===== src/rtl/display_scan_controller_if.sv =====
// Processor-side and driver-side signals of the display scan controller.
// master drives scan control and frame data; slave is the controller itself.
interface display_scan_controller_if #(
  parameter int NUM_DIGITS = 4
);
  logic                    scan_en;
  logic                    load;
  logic [4*NUM_DIGITS-1:0] data_in;
  logic [NUM_DIGITS-1:0]   blank_in;
  logic                    load_ack;
  logic [3:0]              digit_code;
  logic [NUM_DIGITS-1:0]   digit_en_n;

  modport master (
    output scan_en, load, data_in, blank_in,
    input  load_ack, digit_code, digit_en_n
  );

  modport slave (
    input  scan_en, load, data_in, blank_in,
    output load_ack, digit_code, digit_en_n
  );
endinterface


===== src/rtl/display_scan_controller.sv =====
// Multiplexed BCD display scanner with blanking gaps between digits and a
// double-buffered frame that is only swapped in when the scan wraps to digit 0.
module display_scan_controller #(
  parameter int NUM_DIGITS   = 4,
  parameter int REFRESH_DIV  = 50000,
  parameter int BLANK_CYCLES = 16
) (
  input  logic                    clk,
  input  logic                    rst_n,
  display_scan_controller_if.slave bus
);
  localparam int CNT_MAX = (REFRESH_DIV > BLANK_CYCLES) ? REFRESH_DIV : BLANK_CYCLES;
  localparam int CNT_W   = $clog2(CNT_MAX + 1);
  localparam int IDX_W   = $clog2(NUM_DIGITS);
  localparam int DATA_W  = 4 * NUM_DIGITS;

  localparam logic [CNT_W-1:0] BLANK_LAST = CNT_W'(BLANK_CYCLES - 1);
  localparam logic [CNT_W-1:0] SHOW_LAST  = CNT_W'(REFRESH_DIV - 1);
  localparam logic [IDX_W-1:0] IDX_LAST   = IDX_W'(NUM_DIGITS - 1);

  typedef enum logic {
    ST_BLANK = 1'b0,
    ST_SHOW  = 1'b1
  } state_t;

  state_t                 state_q, state_d;
  logic [CNT_W-1:0]       cnt_q, cnt_d;
  logic [IDX_W-1:0]       idx_q, idx_d;
  logic                   boundary;
  logic                   commit;

  logic                   pending_q, pending_d;
  logic [DATA_W-1:0]      pend_data_q, pend_data_d;
  logic [NUM_DIGITS-1:0]  pend_blank_q, pend_blank_d;
  logic [DATA_W-1:0]      shadow_q, shadow_d;
  logic [NUM_DIGITS-1:0]  shadow_blank_q, shadow_blank_d;

  logic [NUM_DIGITS-1:0]  digit_en_n_q, digit_en_n_d;
  logic [3:0]             digit_code_q, digit_code_d;
  logic                   load_ack_q, load_ack_d;

  // Scan sequencer: blank gap, then lit slot, advancing digit index; scan_en low parks in BLANK.
  always_comb begin
    state_d  = state_q;
    cnt_d    = cnt_q;
    idx_d    = idx_q;
    boundary = 1'b0;
    if (!bus.scan_en) begin
      state_d = ST_BLANK;
      cnt_d   = '0;
    end else begin
      case (state_q)
        ST_BLANK: begin
          if (cnt_q == BLANK_LAST) begin
            state_d = ST_SHOW;
            cnt_d   = '0;
          end else begin
            cnt_d = cnt_q + CNT_W'(1);
          end
        end
        ST_SHOW: begin
          if (cnt_q == SHOW_LAST) begin
            state_d = ST_BLANK;
            cnt_d   = '0;
            if (idx_q == IDX_LAST) begin
              idx_d    = '0;
              boundary = 1'b1;
            end else begin
              idx_d = idx_q + IDX_W'(1);
            end
          end else begin
            cnt_d = cnt_q + CNT_W'(1);
          end
        end
        default: begin
          state_d = ST_BLANK;
          cnt_d   = '0;
        end
      endcase
    end
  end

  // Frame buffer: commit uses the pending data as it stood before this edge,
  // so a load landing on the boundary edge waits for the next frame.
  always_comb begin
    commit         = boundary & pending_q;
    pending_d      = pending_q;
    pend_data_d    = pend_data_q;
    pend_blank_d   = pend_blank_q;
    shadow_d       = shadow_q;
    shadow_blank_d = shadow_blank_q;
    if (commit) begin
      shadow_d       = pend_data_q;
      shadow_blank_d = pend_blank_q;
      pending_d      = 1'b0;
    end else begin
      shadow_d       = shadow_q;
      shadow_blank_d = shadow_blank_q;
    end
    if (bus.load) begin
      pending_d    = 1'b1;
      pend_data_d  = bus.data_in;
      pend_blank_d = bus.blank_in;
    end else begin
      pend_data_d  = pend_data_q;
      pend_blank_d = pend_blank_q;
    end
  end

  // Output decode from next-state values so outputs move on the same edge as the state.
  always_comb begin
    digit_en_n_d = '1;
    digit_code_d = 4'hF;
    load_ack_d   = commit;
    if ((state_d == ST_SHOW) && !shadow_blank_d[idx_d]) begin
      digit_en_n_d = ~(NUM_DIGITS'(1) << idx_d);
      digit_code_d = shadow_d[{idx_d, 2'b00} +: 4];
    end else begin
      digit_en_n_d = '1;
      digit_code_d = 4'hF;
    end
  end

  // State, frame buffer and output registers.
  always_ff @(posedge clk or negedge rst_n) begin
    if (!rst_n) begin
      state_q        <= ST_BLANK;
      cnt_q          <= '0;
      idx_q          <= '0;
      pending_q      <= 1'b0;
      pend_data_q    <= '0;
      pend_blank_q   <= '0;
      shadow_q       <= '1;
      shadow_blank_q <= '1;
      digit_en_n_q   <= '1;
      digit_code_q   <= 4'hF;
      load_ack_q     <= 1'b0;
    end else begin
      state_q        <= state_d;
      cnt_q          <= cnt_d;
      idx_q          <= idx_d;
      pending_q      <= pending_d;
      pend_data_q    <= pend_data_d;
      pend_blank_q   <= pend_blank_d;
      shadow_q       <= shadow_d;
      shadow_blank_q <= shadow_blank_d;
      digit_en_n_q   <= digit_en_n_d;
      digit_code_q   <= digit_code_d;
      load_ack_q     <= load_ack_d;
    end
  end

  assign bus.digit_en_n = digit_en_n_q;
  assign bus.digit_code = digit_code_q;
  assign bus.load_ack   = load_ack_q;
endmodule

===== src/flat_wrapper.sv =====
// flat-port wrapper written by rule: the top's interface ports become plain ports
module display_scan_controller_flat 
#(
  parameter int NUM_DIGITS   = 4,
  parameter int REFRESH_DIV  = 50000,
  parameter int BLANK_CYCLES = 16
)
  (clk, rst_n, bus_scan_en, bus_load, bus_data_in, bus_blank_in, bus_load_ack, bus_digit_code, bus_digit_en_n);
  display_scan_controller_if #(.NUM_DIGITS(NUM_DIGITS)) bus_i ();
  input  logic clk;
  input  logic rst_n;
  input wire logic [$bits(bus_i.scan_en)-1:0] bus_scan_en;
  input wire logic [$bits(bus_i.load)-1:0] bus_load;
  input wire logic [$bits(bus_i.data_in)-1:0] bus_data_in;
  input wire logic [$bits(bus_i.blank_in)-1:0] bus_blank_in;
  output wire logic [$bits(bus_i.load_ack)-1:0] bus_load_ack;
  output wire logic [$bits(bus_i.digit_code)-1:0] bus_digit_code;
  output wire logic [$bits(bus_i.digit_en_n)-1:0] bus_digit_en_n;
  assign bus_i.scan_en = bus_scan_en;
  assign bus_i.load = bus_load;
  assign bus_i.data_in = bus_data_in;
  assign bus_i.blank_in = bus_blank_in;
  assign bus_load_ack = bus_i.load_ack;
  assign bus_digit_code = bus_i.digit_code;
  assign bus_digit_en_n = bus_i.digit_en_n;
  display_scan_controller #(.NUM_DIGITS(NUM_DIGITS), .REFRESH_DIV(REFRESH_DIV), .BLANK_CYCLES(BLANK_CYCLES)) u_core (.clk(clk), .rst_n(rst_n), .bus(bus_i));
endmodule

===== config.mk =====
export PLATFORM = sky130hd
export DESIGN_NAME = display_scan_controller_flat
export DESIGN_NICKNAME = d
export VERILOG_FILES = /design/src/rtl/display_scan_controller_if.sv /design/src/rtl/display_scan_controller.sv /design/src/flat_wrapper.sv
export SDC_FILE = /design/constraint.sdc
export NUM_CORES = 1
export LEC_CHECK = 0
export CAP_MARGIN = 25
export CORE_MARGIN = 10
export CORE_UTILIZATION = 49
export DETAILED_ROUTE_END_ITERATION = 8
export PLACE_DENSITY = 0.82
export SYNTH_ARGS = -nofsm -noshare
export SYNTH_HDL_FRONTEND = slang
export SYNTH_SLANG_ARGS = --single-unit

===== constraint.sdc =====
create_clock -name clk -period 4.35 [get_ports clk]
set_input_delay 0.87 -clock clk [delete_from_list [all_inputs] [get_ports clk]]
set_output_delay 0.87 -clock clk [all_outputs]
set_load 0.05 [all_outputs]

==> out/qor.yml <==
placement:
  routabilityCongestion: 0.854
  io_buffers: 32
  dp_hpwl_um: 4380
  dp_cells: 357
synthesis:
  yosysTopAreaCell: "dfrtp_1"
  yosysSeqAreaShare: 0.581
  yosys_warnings: 0
  syn_area_um2: 3030
  synth_edf_count: 0
  synth-seq-cells: 69
  synth_most_common_cell: "dfrtp_1"
  synth_fp_nets: 281
  syn-instance-count: 255
  async_flop_share: 1.00
  synth_ff_type: "dfrtp_1"
  netlist.area_leader.share: 0.338
  yosysUniqueCellTypes: 45
  syn_area_per_cell_um2: 11.9
  synth.area.top_cells: "dfrtp_1 (34%), dfstp_2 (24%), mux2_2 (9.6%)"
  synth_top_cells_by_count: "dfrtp_1 (41), dfstp_2 (28), mux2_2 (26)"
cells_and_area:
  nNetsFinal: 319
  drive_above_1_share: 0.289
  num_antenna_cells: 0
  fill_cells: 498
  final_cells: 373
  area_growth_pct: 21.3
route:
  wl_met1_um: 2520
  dr.pass1.iters: 4
  routed_wl_um: 5890
  drt_iter0_markers: 79
  drc: 0
  final_antenna_net_count: 0
  vias: 1940
  top_layer: "met4"
  dr_wl_met2_um: 3090
  wl_met3_um: 221
  detail_route.wl_per_cell_um: 15.8
  via_per_inst: 5.20
critical_path:
  cp_max_fo: 13
  cp.arrival_ps: 3580
  r2r-end: "u_core.bus.digit_code[3]$_DFF_PN1_"
  cp-end-kind: "flip-flop"
  required_ps: 4610
  cp-start-kind: "input pin"
  r2r-start: "u_core.cnt_q[4]$_DFF_PN0_"
  r2r_slack_ps: 1580
  crit_type: "in2reg"
  r2r_cells: 7
grt:
  grt.overflow.total: 0
  grt_max_degree: 38
  grt_pass1_wl_um: 10400
  grt_pass1_vias: 2209
  antenna_found_initial: 0
  track_usage: 0.130
clocking:
  cts_resized: 0
  cts_tree: "yes"
  cts_setup_buffers: 0
  cts_buffer_depth: 2
  clk_pin_slew_ps: 70
  postCtsHoldBufs: 0
  cts_made_buffers: 9
  clock-root-buffer: "clkbuf_8"
  cts_sinks: 69
  clock_latency_ps: 340
  htree_num_levels: 3
die:
  ios: 33
  num_rows: 28
  initial_core_util: 0.509
  dieArea_um2: 9740
  die_y_um: 98.7
  core_area_um2: 5960
  die_width_um: 98.7
power:
  p_per_area_nw_per_um2: 377
  leakage_nw: 1.58
  ir_drop_mv: 0.273
  finalPower_mw: 1.39
worst_hold_path:
  worstHoldStart: "u_core.cnt_q[0]$_DFF_PN0_"
  worstHoldEndpoint: "u_core.cnt_q[0]$_DFF_PN0_"
  holdPathStages: 1
  hold_path_class: "reg2reg"
timing:
  final_max_slew_viol_count: 0
  setup_viol: 0
  max_freq_ghz: 0.301
  rsz0062_at_grt: "no"
  slew_headroom: 0.359
  tightest_slew_ps: 959
  hold_viol: 0
  finalClockSkew_ps: 6.27
  post-route-period-util: 0.764
  min_period_ps: 3320
  setup_tns_ps: 0
job:
  max-cap-violations: 0
outcome:
  status: "complete, no violations"
## cell usage in the layout, fill, tap and decap left out, drive strengths merged, types with 2 or more instances in the layout
cell type / count
xor2: 8
nor4b: 2
clkdlybuf4s50: 31
inv: 9
bufinv: 3
mux2: 27
nor2b: 2
nor3: 4
mux2i: 8
xnor2: 6
and2: 3
nand2b: 3
o21ai: 2
and3: 8
ha: 2
or4b: 3
dfrtp: 41
dfstp: 28
nand2: 25
buf: 3
nand3: 8
a21oi: 9
nor4: 3
or2: 5
o22ai: 4
clkbuf: 11
nor2: 25
a21boi: 2
## worst max-delay path, stage by stage
cell	delay, ps
clkdlybuf4s50_1	500
inv_1	90
or3_1	490
nor3_4	350
buf_4	280
mux2_2	370
nor3b_1	130
or4b_1	500
## report_power, final
group          switching (mW)  internal (mW)  total (mW)
combinational          0.0271         0.0372      0.0643
clock                   0.233          0.413       0.645
sequential             0.0131          0.664       0.678
total                   0.273           1.11        1.39
## kinds of logic after synthesis
kind of cell / after synthesis / share of synthesized area
buffers and inverters: 16 / 0.0227
adders and majority gates: 2 / 0.00825
muxes: 35 / 0.127
and+or+nand+nor: 97 / 0.172
xor gates and xnor gates: 14 / 0.0404
AOI/OAI and AO/OA: 22 / 0.0495
DFF: 69 / 0.581
## metrics by stage
| step | hold WS (ps) | setup slack, ps | util | area, um^2 |
|---|---|---|---|---|
| 3_3_place_gp | 445 | 720 | 0.575 | 3420 |
| 5_1_grt | 492 | 849 | 0.618 | 3680 |
| 6_report | 467 | 1030 | 0.618 | 3680 |
| 3_5_place_dp | 457 | 659 | 0.575 | 3420 |
| 4_1_cts | 466 | 1030 | 0.618 | 3680 |
| 2_1_floorplan | 425 | 1350 | - | 3030 |
## final cells by class
class / count / area, um^2 / share of cell area
Sequential cell: 69 / 1760 / 0.479
Timing Repair Buffer: 34 / 330 / 0.0897
Clock buffer: 11 / 151 / 0.0411
Inverter: 9 / 33.8 / 0.00918
Clock inverter: 5 / 106 / 0.0289
Multi-Input combinational cell: 170 / 1200 / 0.327
Tap cell: 75 / 93.8 / 0.0255
## how the worst max path moves through the flow
stage / start / endpoint / slack, ps
6_report: bus_scan_en / u_core.bus.digit_code[3]$_DFF_PN1_ / 1030
5_1_grt: bus_scan_en / u_core.bus.digit_code[0]$_DFF_PN1_ / 850
4_1_cts: bus_scan_en / u_core.bus.digit_code[3]$_DFF_PN1_ / 1030
3_5_place_dp: bus_scan_en / u_core.bus.digit_code[3]$_DFF_PN1_ / 660
3_3_place_gp: bus_scan_en / u_core.bus.digit_code[3]$_DFF_PN1_ / 720
2_1_floorplan: bus_scan_en / u_core.bus.digit_code[3]$_DFF_PN1_ / 1350
## flip-flops by register name, summed over array words and instances (netlist names)
signal and flops:
u_core.bus.digit_code 4, u_core.bus.digit_en_n 4, u_core.bus.load_ack 1, u_core.cnt_q 16, u_core.idx_q 2, u_core.pend_blank_q 4
u_core.pend_data_q 16, u_core.pending_q 1, u_core.shadow_blank_q 4, u_core.shadow_q 16, u_core.state_q 1
## metal layers
metal,up-vias,global-route usage
met4,0,0.0397
met1,950,0.147
met5,-,0
met3,7,0.0454
met2,31,0.224
li1,952,-
No activity file was read; power rests on OpenSTA's default activity.
